$ cat src/rtl/pipeline_debug_pkg.sv
// Shared types and constants for the pipeline debug sequencer.
// Frame layout offsets are in bytes from the header byte.
package pipeline_debug_pkg;

    typedef enum logic [2:0] {
        IDLE,
        RUN,
        STEP,
        SNAP,
        DUMP
    } state_t;

    localparam logic [7:0] OP_RUN   = 8'h52;
    localparam logic [7:0] OP_PAUSE = 8'h50;
    localparam logic [7:0] OP_STEP  = 8'h53;
    localparam logic [7:0] OP_DUMP  = 8'h44;

    localparam logic [7:0] FRAME_HDR = 8'hA5;
    localparam int FRAME_BYTES = 175;
    localparam int FRAME_BITS  = FRAME_BYTES * 8;
    localparam int IDX_W       = 8;

    localparam int OFF_HDR   = 0;
    localparam int OFF_CNT   = 1;
    localparam int OFF_PC    = 3;
    localparam int OFF_INSTR = 4;
    localparam int OFF_IFID  = 8;
    localparam int OFF_IDEX  = 13;
    localparam int OFF_EXM   = 29;
    localparam int OFF_MWB   = 38;
    localparam int OFF_REGS  = 47;

endpackage

$ cat src/rtl/pipeline_debug_ctrl_snapshot_serializer.sv
// Holds a captured frame image and streams it byte by byte
// over a valid/ready link; done pulses on the last handshake.
module snapshot_serializer
    import pipeline_debug_pkg::*;
(
    input  logic                  clk,
    input  logic                  rst,
    input  logic                  capture,
    input  logic                  start,
    input  logic [FRAME_BITS-1:0] frame,
    output logic                  busy,
    output logic                  done,
    output logic                  tx_valid,
    output logic [7:0]            tx_data,
    input  logic                  tx_ready
);

    localparam logic [IDX_W-1:0] LAST_IDX = IDX_W'(FRAME_BYTES - 1);

    logic [FRAME_BITS-1:0] snap_q;
    logic [IDX_W-1:0]      idx;
    logic                  fire;

    assign fire     = busy & tx_ready;
    assign done     = fire & (idx == LAST_IDX);
    assign tx_valid = busy;
    assign tx_data  = busy ? snap_q[idx*8 +: 8] : 8'h00;

    // Frame image is frozen at capture; live inputs cannot disturb it.
    always_ff @(posedge clk or negedge rst) begin
        if (!rst) begin
            snap_q <= '0;
        end else if (capture) begin
            snap_q <= frame;
        end
    end

    // Byte index advances only when the sink takes the current byte.
    always_ff @(posedge clk or negedge rst) begin
        if (!rst) begin
            busy <= 1'b0;
            idx  <= '0;
        end else if (start) begin
            busy <= 1'b1;
            idx  <= '0;
        end else if (done) begin
            busy <= 1'b0;
            idx  <= '0;
        end else if (fire) begin
            idx <= idx + 1'b1;
        end
    end

endmodule

$ cat src/rtl/pipeline_debug_ctrl.sv
// Debug sequencer: run/pause/step control, HALT detect,
// cycle counting and snapshot frame dump to the host link.
module pipeline_debug_ctrl
    import pipeline_debug_pkg::*;
#(
    parameter logic [31:0] HALT_WORD = 32'hFFFF_FFFF,
    parameter int          CNT_W     = 16,
    parameter bit          AUTO_DUMP = 1'b1
) (
    input  logic             clk,
    input  logic             rst,
    input  logic             cmd_valid,
    input  logic [7:0]       cmd_data,
    output logic             cmd_ready,
    output logic             tx_valid,
    output logic [7:0]       tx_data,
    input  logic             tx_ready,
    output logic             pipe_enable,
    input  logic [6:0]       pc,
    input  logic [31:0]      instruccion,
    input  logic [38:0]      if_id,
    input  logic [126:0]     id_ex,
    input  logic [71:0]      ex_m,
    input  logic [70:0]      m_wb,
    input  logic [1023:0]    registros,
    output logic             halted,
    output logic [CNT_W-1:0] cycle_count
);

    state_t state, state_nxt;
    logic   cmd_fire, halt_hit, capture, ser_busy, ser_done;
    logic   [FRAME_BITS-1:0] frame;

    assign cmd_fire = cmd_valid & cmd_ready;
    assign halt_hit = pipe_enable & (instruccion == HALT_WORD);

    // State register.
    always_ff @(posedge clk or negedge rst) begin
        if (!rst) state <= IDLE;
        else      state <= state_nxt;
    end

    // Next-state logic; HALT outranks a same-cycle pause.
    always_comb begin
        state_nxt = state;
        unique case (state)
            IDLE: begin
                if (cmd_fire) begin
                    if (cmd_data == OP_RUN)       state_nxt = RUN;
                    else if (cmd_data == OP_STEP) state_nxt = STEP;
                    else if (cmd_data == OP_DUMP) state_nxt = SNAP;
                end
            end
            RUN: begin
                if (halt_hit)
                    state_nxt = AUTO_DUMP ? SNAP : IDLE;
                else if (cmd_fire && cmd_data == OP_PAUSE)
                    state_nxt = IDLE;
            end
            STEP:    state_nxt = AUTO_DUMP ? SNAP : IDLE;
            SNAP:    state_nxt = DUMP;
            DUMP:    if (ser_done) state_nxt = IDLE;
            default: state_nxt = IDLE;
        endcase
    end

    // Outputs decoded from the current state.
    always_comb begin
        pipe_enable = (state == RUN) || (state == STEP);
        cmd_ready   = (state == IDLE) || (state == RUN);
        capture     = (state == SNAP);
    end

    // Halted is sticky until the host resumes with run or step.
    always_ff @(posedge clk or negedge rst) begin
        if (!rst) begin
            halted <= 1'b0;
        end else if (halt_hit) begin
            halted <= 1'b1;
        end else if (state == IDLE && cmd_fire &&
                     (cmd_data == OP_RUN || cmd_data == OP_STEP)) begin
            halted <= 1'b0;
        end
    end

    // Enabled-cycle counter, wraps naturally.
    always_ff @(posedge clk or negedge rst) begin
        if (!rst)             cycle_count <= '0;
        else if (pipe_enable) cycle_count <= cycle_count + 1'b1;
    end

    // Frame image: each field little-endian, zero-padded to bytes.
    always_comb begin
        frame = '0;
        frame[OFF_HDR*8   +: 8]    = FRAME_HDR;
        frame[OFF_CNT*8   +: 16]   = 16'(cycle_count);
        frame[OFF_PC*8    +: 7]    = pc;
        frame[OFF_INSTR*8 +: 32]   = instruccion;
        frame[OFF_IFID*8  +: 39]   = if_id;
        frame[OFF_IDEX*8  +: 127]  = id_ex;
        frame[OFF_EXM*8   +: 72]   = ex_m;
        frame[OFF_MWB*8   +: 71]   = m_wb;
        frame[OFF_REGS*8  +: 1024] = registros;
    end

    snapshot_serializer u_ser (
        .clk      (clk),
        .rst      (rst),
        .capture  (capture),
        .start    (capture),
        .frame    (frame),
        .busy     (ser_busy),
        .done     (ser_done),
        .tx_valid (tx_valid),
        .tx_data  (tx_data),
        .tx_ready (tx_ready)
    );

endmodule

$ cat config.mk
export PLATFORM = sky130hd
export DESIGN_NAME = pipeline_debug_ctrl
export DESIGN_NICKNAME = d
export VERILOG_FILES = /design/src/rtl/pipeline_debug_pkg.sv /design/src/rtl/pipeline_debug_ctrl_snapshot_serializer.sv /design/src/rtl/pipeline_debug_ctrl.sv
export SDC_FILE = /design/constraint.sdc
export NUM_CORES = 2
export LEC_CHECK = 0
export ABC_CLOCK_PERIOD_IN_PS = 3400
export BUFFER_PORTS_ARGS = -buffer_cell sky130_fd_sc_hd__buf_2
export CORE_AREA = 2 2 543 545
export DETAILED_ROUTE_END_ITERATION = 8
export DIE_AREA = 0 0 545 547
export GPL_TIMING_DRIVEN = 0
export MAX_ROUTING_LAYER = met4
export PLACE_DENSITY = 0.44
export SETUP_SLACK_MARGIN = 0.5
export SLEW_MARGIN = 20
export SYNTH_ARGS = -nofsm -noshare
export SYNTH_HDL_FRONTEND = slang
export SYNTH_SLANG_ARGS = --single-unit
$ cat constraint.sdc
create_clock -name clk -period 3.4 [get_ports clk]
set_input_delay 0.17 -clock clk [delete_from_list [all_inputs] [get_ports clk]]
set_output_delay 0.17 -clock clk [all_outputs]
set_load 0.1 [all_outputs]
==> flow_summary.json <==
{
  "grt.overflow.total": 0,
  "multi_input_area_um2": 27800,
  "die_w_um": 545,
  "holdPathEnd": "u_ser.snap_q[496]",
  "clk_pin_slew_ns": 0.06,
  "vias": 69100,
  "wl_per_cell_um": 33.7,
  "nets": 11600,
  "boundaryPins": 1412,
  "portBuffers": 1411,
  "die_h_um": 547,
  "cp-start-kind": "flip-flop",
  "p_per_area_nw_per_um2": 1010,
  "core_um2": 293000,
  "min_path_cells": 4,
  "grt_util_all_layers_pct": 32.5,
  "cp_max_fo": 10,
  "grt_max_degree": 128,
  "ys_seq_elements": 1418,
  "seq_area_um2": 35500,
  "p_leak_nw": 50.6,
  "routed-wl-met2_um": 223000,
  "min_path_type": "in -> reg",
  "setup_tns_ns": -9.69,
  "period_share_pct": 137,
  "clk_path_buf_depth": 4,
  "cts.sinks": 1418,
  "numCtsBuffers": 175,
  "rr_endpoint": "u_ser.snap_q[941]",
  "relSlewSlack_pct": 17.6,
  "clock_skew_ns": 0.0451,
  "routed_wl_um": 485000,
  "place_ws_ns": -3.71,
  "violations": "setup timing",
  "ys_seq_area_share_pct": 55.1,
  "critPathArrivalTime_ns": 4.49,
  "async_reset_ff_share_pct": 100,
  "ys_types": 65,
  "n_fill_cell": 29500,
  "hpwl_um": 367000,
  "rsz0062_at_grt": "true",
  "grt_pass1_wl_um": 625000,
  "firstDrtPassIters": 8,
  "slew_violations": 0,
  "fmax_mhz": 215,
  "rr_worst_depth": 9,
  "initial_utilization_pct": 22.0,
  "worstHoldStart": "registros[120]",
  "die_area_um2": 298000,
  "min_period_ns": 4.66,
  "ir_worst_vdd_mv": 0.726,
  "htreeDepth": 4,
  "cap_viol_max_count": 0,
  "ant_nets": 0,
  "synthCells": 6934,
  "rr_startpoint": "state[0]",
  "synthesis.area_um2": 64400,
  "area_growth_pct": 59.7,
  "highest_layer": "met4",
  "place_congestion": 1.06,
  "finalSetupViolations": 8,
  "wl_met1_um": 198000,
  "grt_pass1_vias": 70600,
  "layout_setup_ws_ns": -1.26,
  "viasPerCell": 4.80,
  "final_layout_size_suffix_gt1_share_pct": 24.8,
  "yosysWarnings": 0,
  "drcViolationCount": 0,
  "tightest_slew_ns": 1.24,
  "finalHoldViolations": 0,
  "cts_tree": "yes",
  "synth.avg_cell_area_um2": 9.29,
  "critPathRequiredTime_ns": 3.23,
  "end_kind": "output pin",
  "drt_iter0_drc": 7896,
  "r2r_slack_ns": 0.54,
  "clock_latency_ns": 0.87,
  "cts-root-buf": "clkbuf_16",
  "rows": 199,
  "antenna_found_initial": 146,
  "synth_nets": 8321,
  "status": "complete, but fails checks",
  "synthFlopType": "dfrtp_1",
  "worstSetupPathType": "reg -> out",
  "met3_length_um": 35100,
  "synth-edff-count": 0
}
==> stage by stage <==
| step | area [um2] | cells | power, mW | hold WS (ns) | util (%) |
|---|---|---|---|---|---|
| 2_1_floorplan | 64500 | 6934 | 51.0 | -0.126 | - |
| 3_3_place_gp | 76500 | 12300 | 76.3 | 0.368 | 26.1 |
| 3_5_place_dp | 77600 | 12300 | 77.5 | 0.0878 | 26.5 |
| 4_1_cts | 102000 | 14200 | 103 | 0.0000305 | 34.8 |
| 5_1_grt | 103000 | 14400 | 108 | 0.0442 | 35.1 |
| 6_report | 103000 | 14400 | 104 | 0.0595 | 35.2 |
==> layout by cell type (no fill, tap or decap), types with 8 or more instances in the layout <==
master / count
a21oi_1: 26
a22o_1: 9
a22oi_1: 48
a22oi_2: 13
buf_12: 85
buf_16: 66
buf_2: 1413
buf_4: 104
buf_6: 19
buf_8: 11
clkbuf_1: 229
clkbuf_16: 186
clkbuf_2: 121
clkbuf_4: 24
clkbuf_8: 40
clkinv_2: 30
clkinvlp_4: 9
dfrtp_1: 1416
diode_2: 108
dlygate4sd3_1: 1517
mux2_2: 11
mux2i_1: 90
mux2i_4: 9
mux4_2: 324
nand2_1: 4241
nand3_1: 20
nand4_1: 18
nor2_1: 27
nor2_2: 8
nor2b_1: 8
nor3_1: 12
o211ai_1: 13
o21ai_0: 15
xnor2_1: 15
==> timing repair <==
action / CTS / global route
buffers inserted: 98 / 47
hold endpoints to repair: 1651 / 0
resized for setup: 483 / 185
pin swaps: 24 / 21
hold buffers: 1523 / 0
setup endpoints to repair: 1016 / 983
cloned: 0 / 7
==> worst max path at each step <==
stage,from,end,slack (ns),depth (start not counted)
after global routing,u_ser.idx[0],tx_data[0],-1.23,11
after global placement,rst,u_ser.snap_q[1214],-30.77,1
after CTS,u_ser.idx[0],tx_data[4],-1.44,9
after floorplan,u_ser.idx[1],tx_data[1],0.51,8
final,u_ser.idx[0],tx_data[6],-1.26,11
after detailed placement,u_ser.idx[1],tx_data[6],-3.71,11
==> area by class of cell <==
cell class,count,area share [%]
Tap cell,3919,4.77
Antenna cell,108,0.263
Multi-Input combinational cell,5068,27.0
Sequential cell,1418,34.5
Timing Repair Buffer,3129,24.6
Clock buffer,253,4.93
Inverter,8,0.0426
Buffer,440,3.36
Clock inverter,54,0.535
==> registers in the layout, indices dropped and copies added, names as in the netlist <==
signal / count
u_ser.busy: 1
cycle_count: 16
u_ser.snap_q: 1389
halted: 1
state: 3
u_ser.idx: 8
==> power breakdown <==
group	internal (mW)	switching, mW	total, mW
clock network	10.8	8.10	18.9
logic	19.8	34.5	54.3
registers	25.2	5.09	30.3
==> cell families (layout without fill, tap and decap cells) <==
logic type               count (synthesis)  after routing  synth area share (%)
AND/OR/NAND/NOR                       4380           4380                  25.9
buffers and inverters                  448           3884                  2.97
flip-flops                            1418           1418                  55.1
other                                    0            108                     0
multiplexers                           441            441                  13.2
adder cells (fa/ha/maj)                  3              3                0.0583
XOR/XNOR                                21             21                 0.286
AO/OA/AOI/OAI                          223            223                  2.53
==> Yosys cell counts, types with 13 or more instances <==
| library cell | instances | area share [%] |
|---|---|---|
| mux2i_1 | 106 | 1.6 |
| clkbuf_1 | 344 | 2.0 |
| buf_4 | 30 | 0.35 |
| o21ai_0 | 21 | 0.16 |
| mux4_2 | 324 | 11 |
| dfrtp_1 | 1418 | 55 |
| a21oi_1 | 31 | 0.24 |
| buf_1 | 21 | 0.12 |
| nand4_1 | 18 | 0.17 |
| nand3_1 | 23 | 0.18 |
| a22oi_1 | 61 | 0.71 |
| nand2_1 | 4245 | 25 |
| nor2_1 | 39 | 0.23 |
| nor3_1 | 14 | 0.11 |
| o211ai_1 | 13 | 0.15 |
| buf_2 | 37 | 0.29 |
| xnor2_1 | 15 | 0.20 |
==> layer usage <==
metal	vias up	track usage (%)
met1	34900	40.5
met4	0	16.6
met3	1030	5.28
met2	4004	50.9
li1	29100	-
met5	-	-
==> critical path, stage by stage, from the launching register on <==
cell,delay [ns]
dfrtp_2,0.49
buf_4,0.22
buf_4,0.13
and2_1,0.11
buf_2,0.53
clkbuf_4,0.50
a22oi_1,0.15
nand3_1,0.10
o211ai_1,0.24
a311o_2,0.52
a32o_2,0.32
buf_4,0.25
Power figures use the tool's default switching activity.
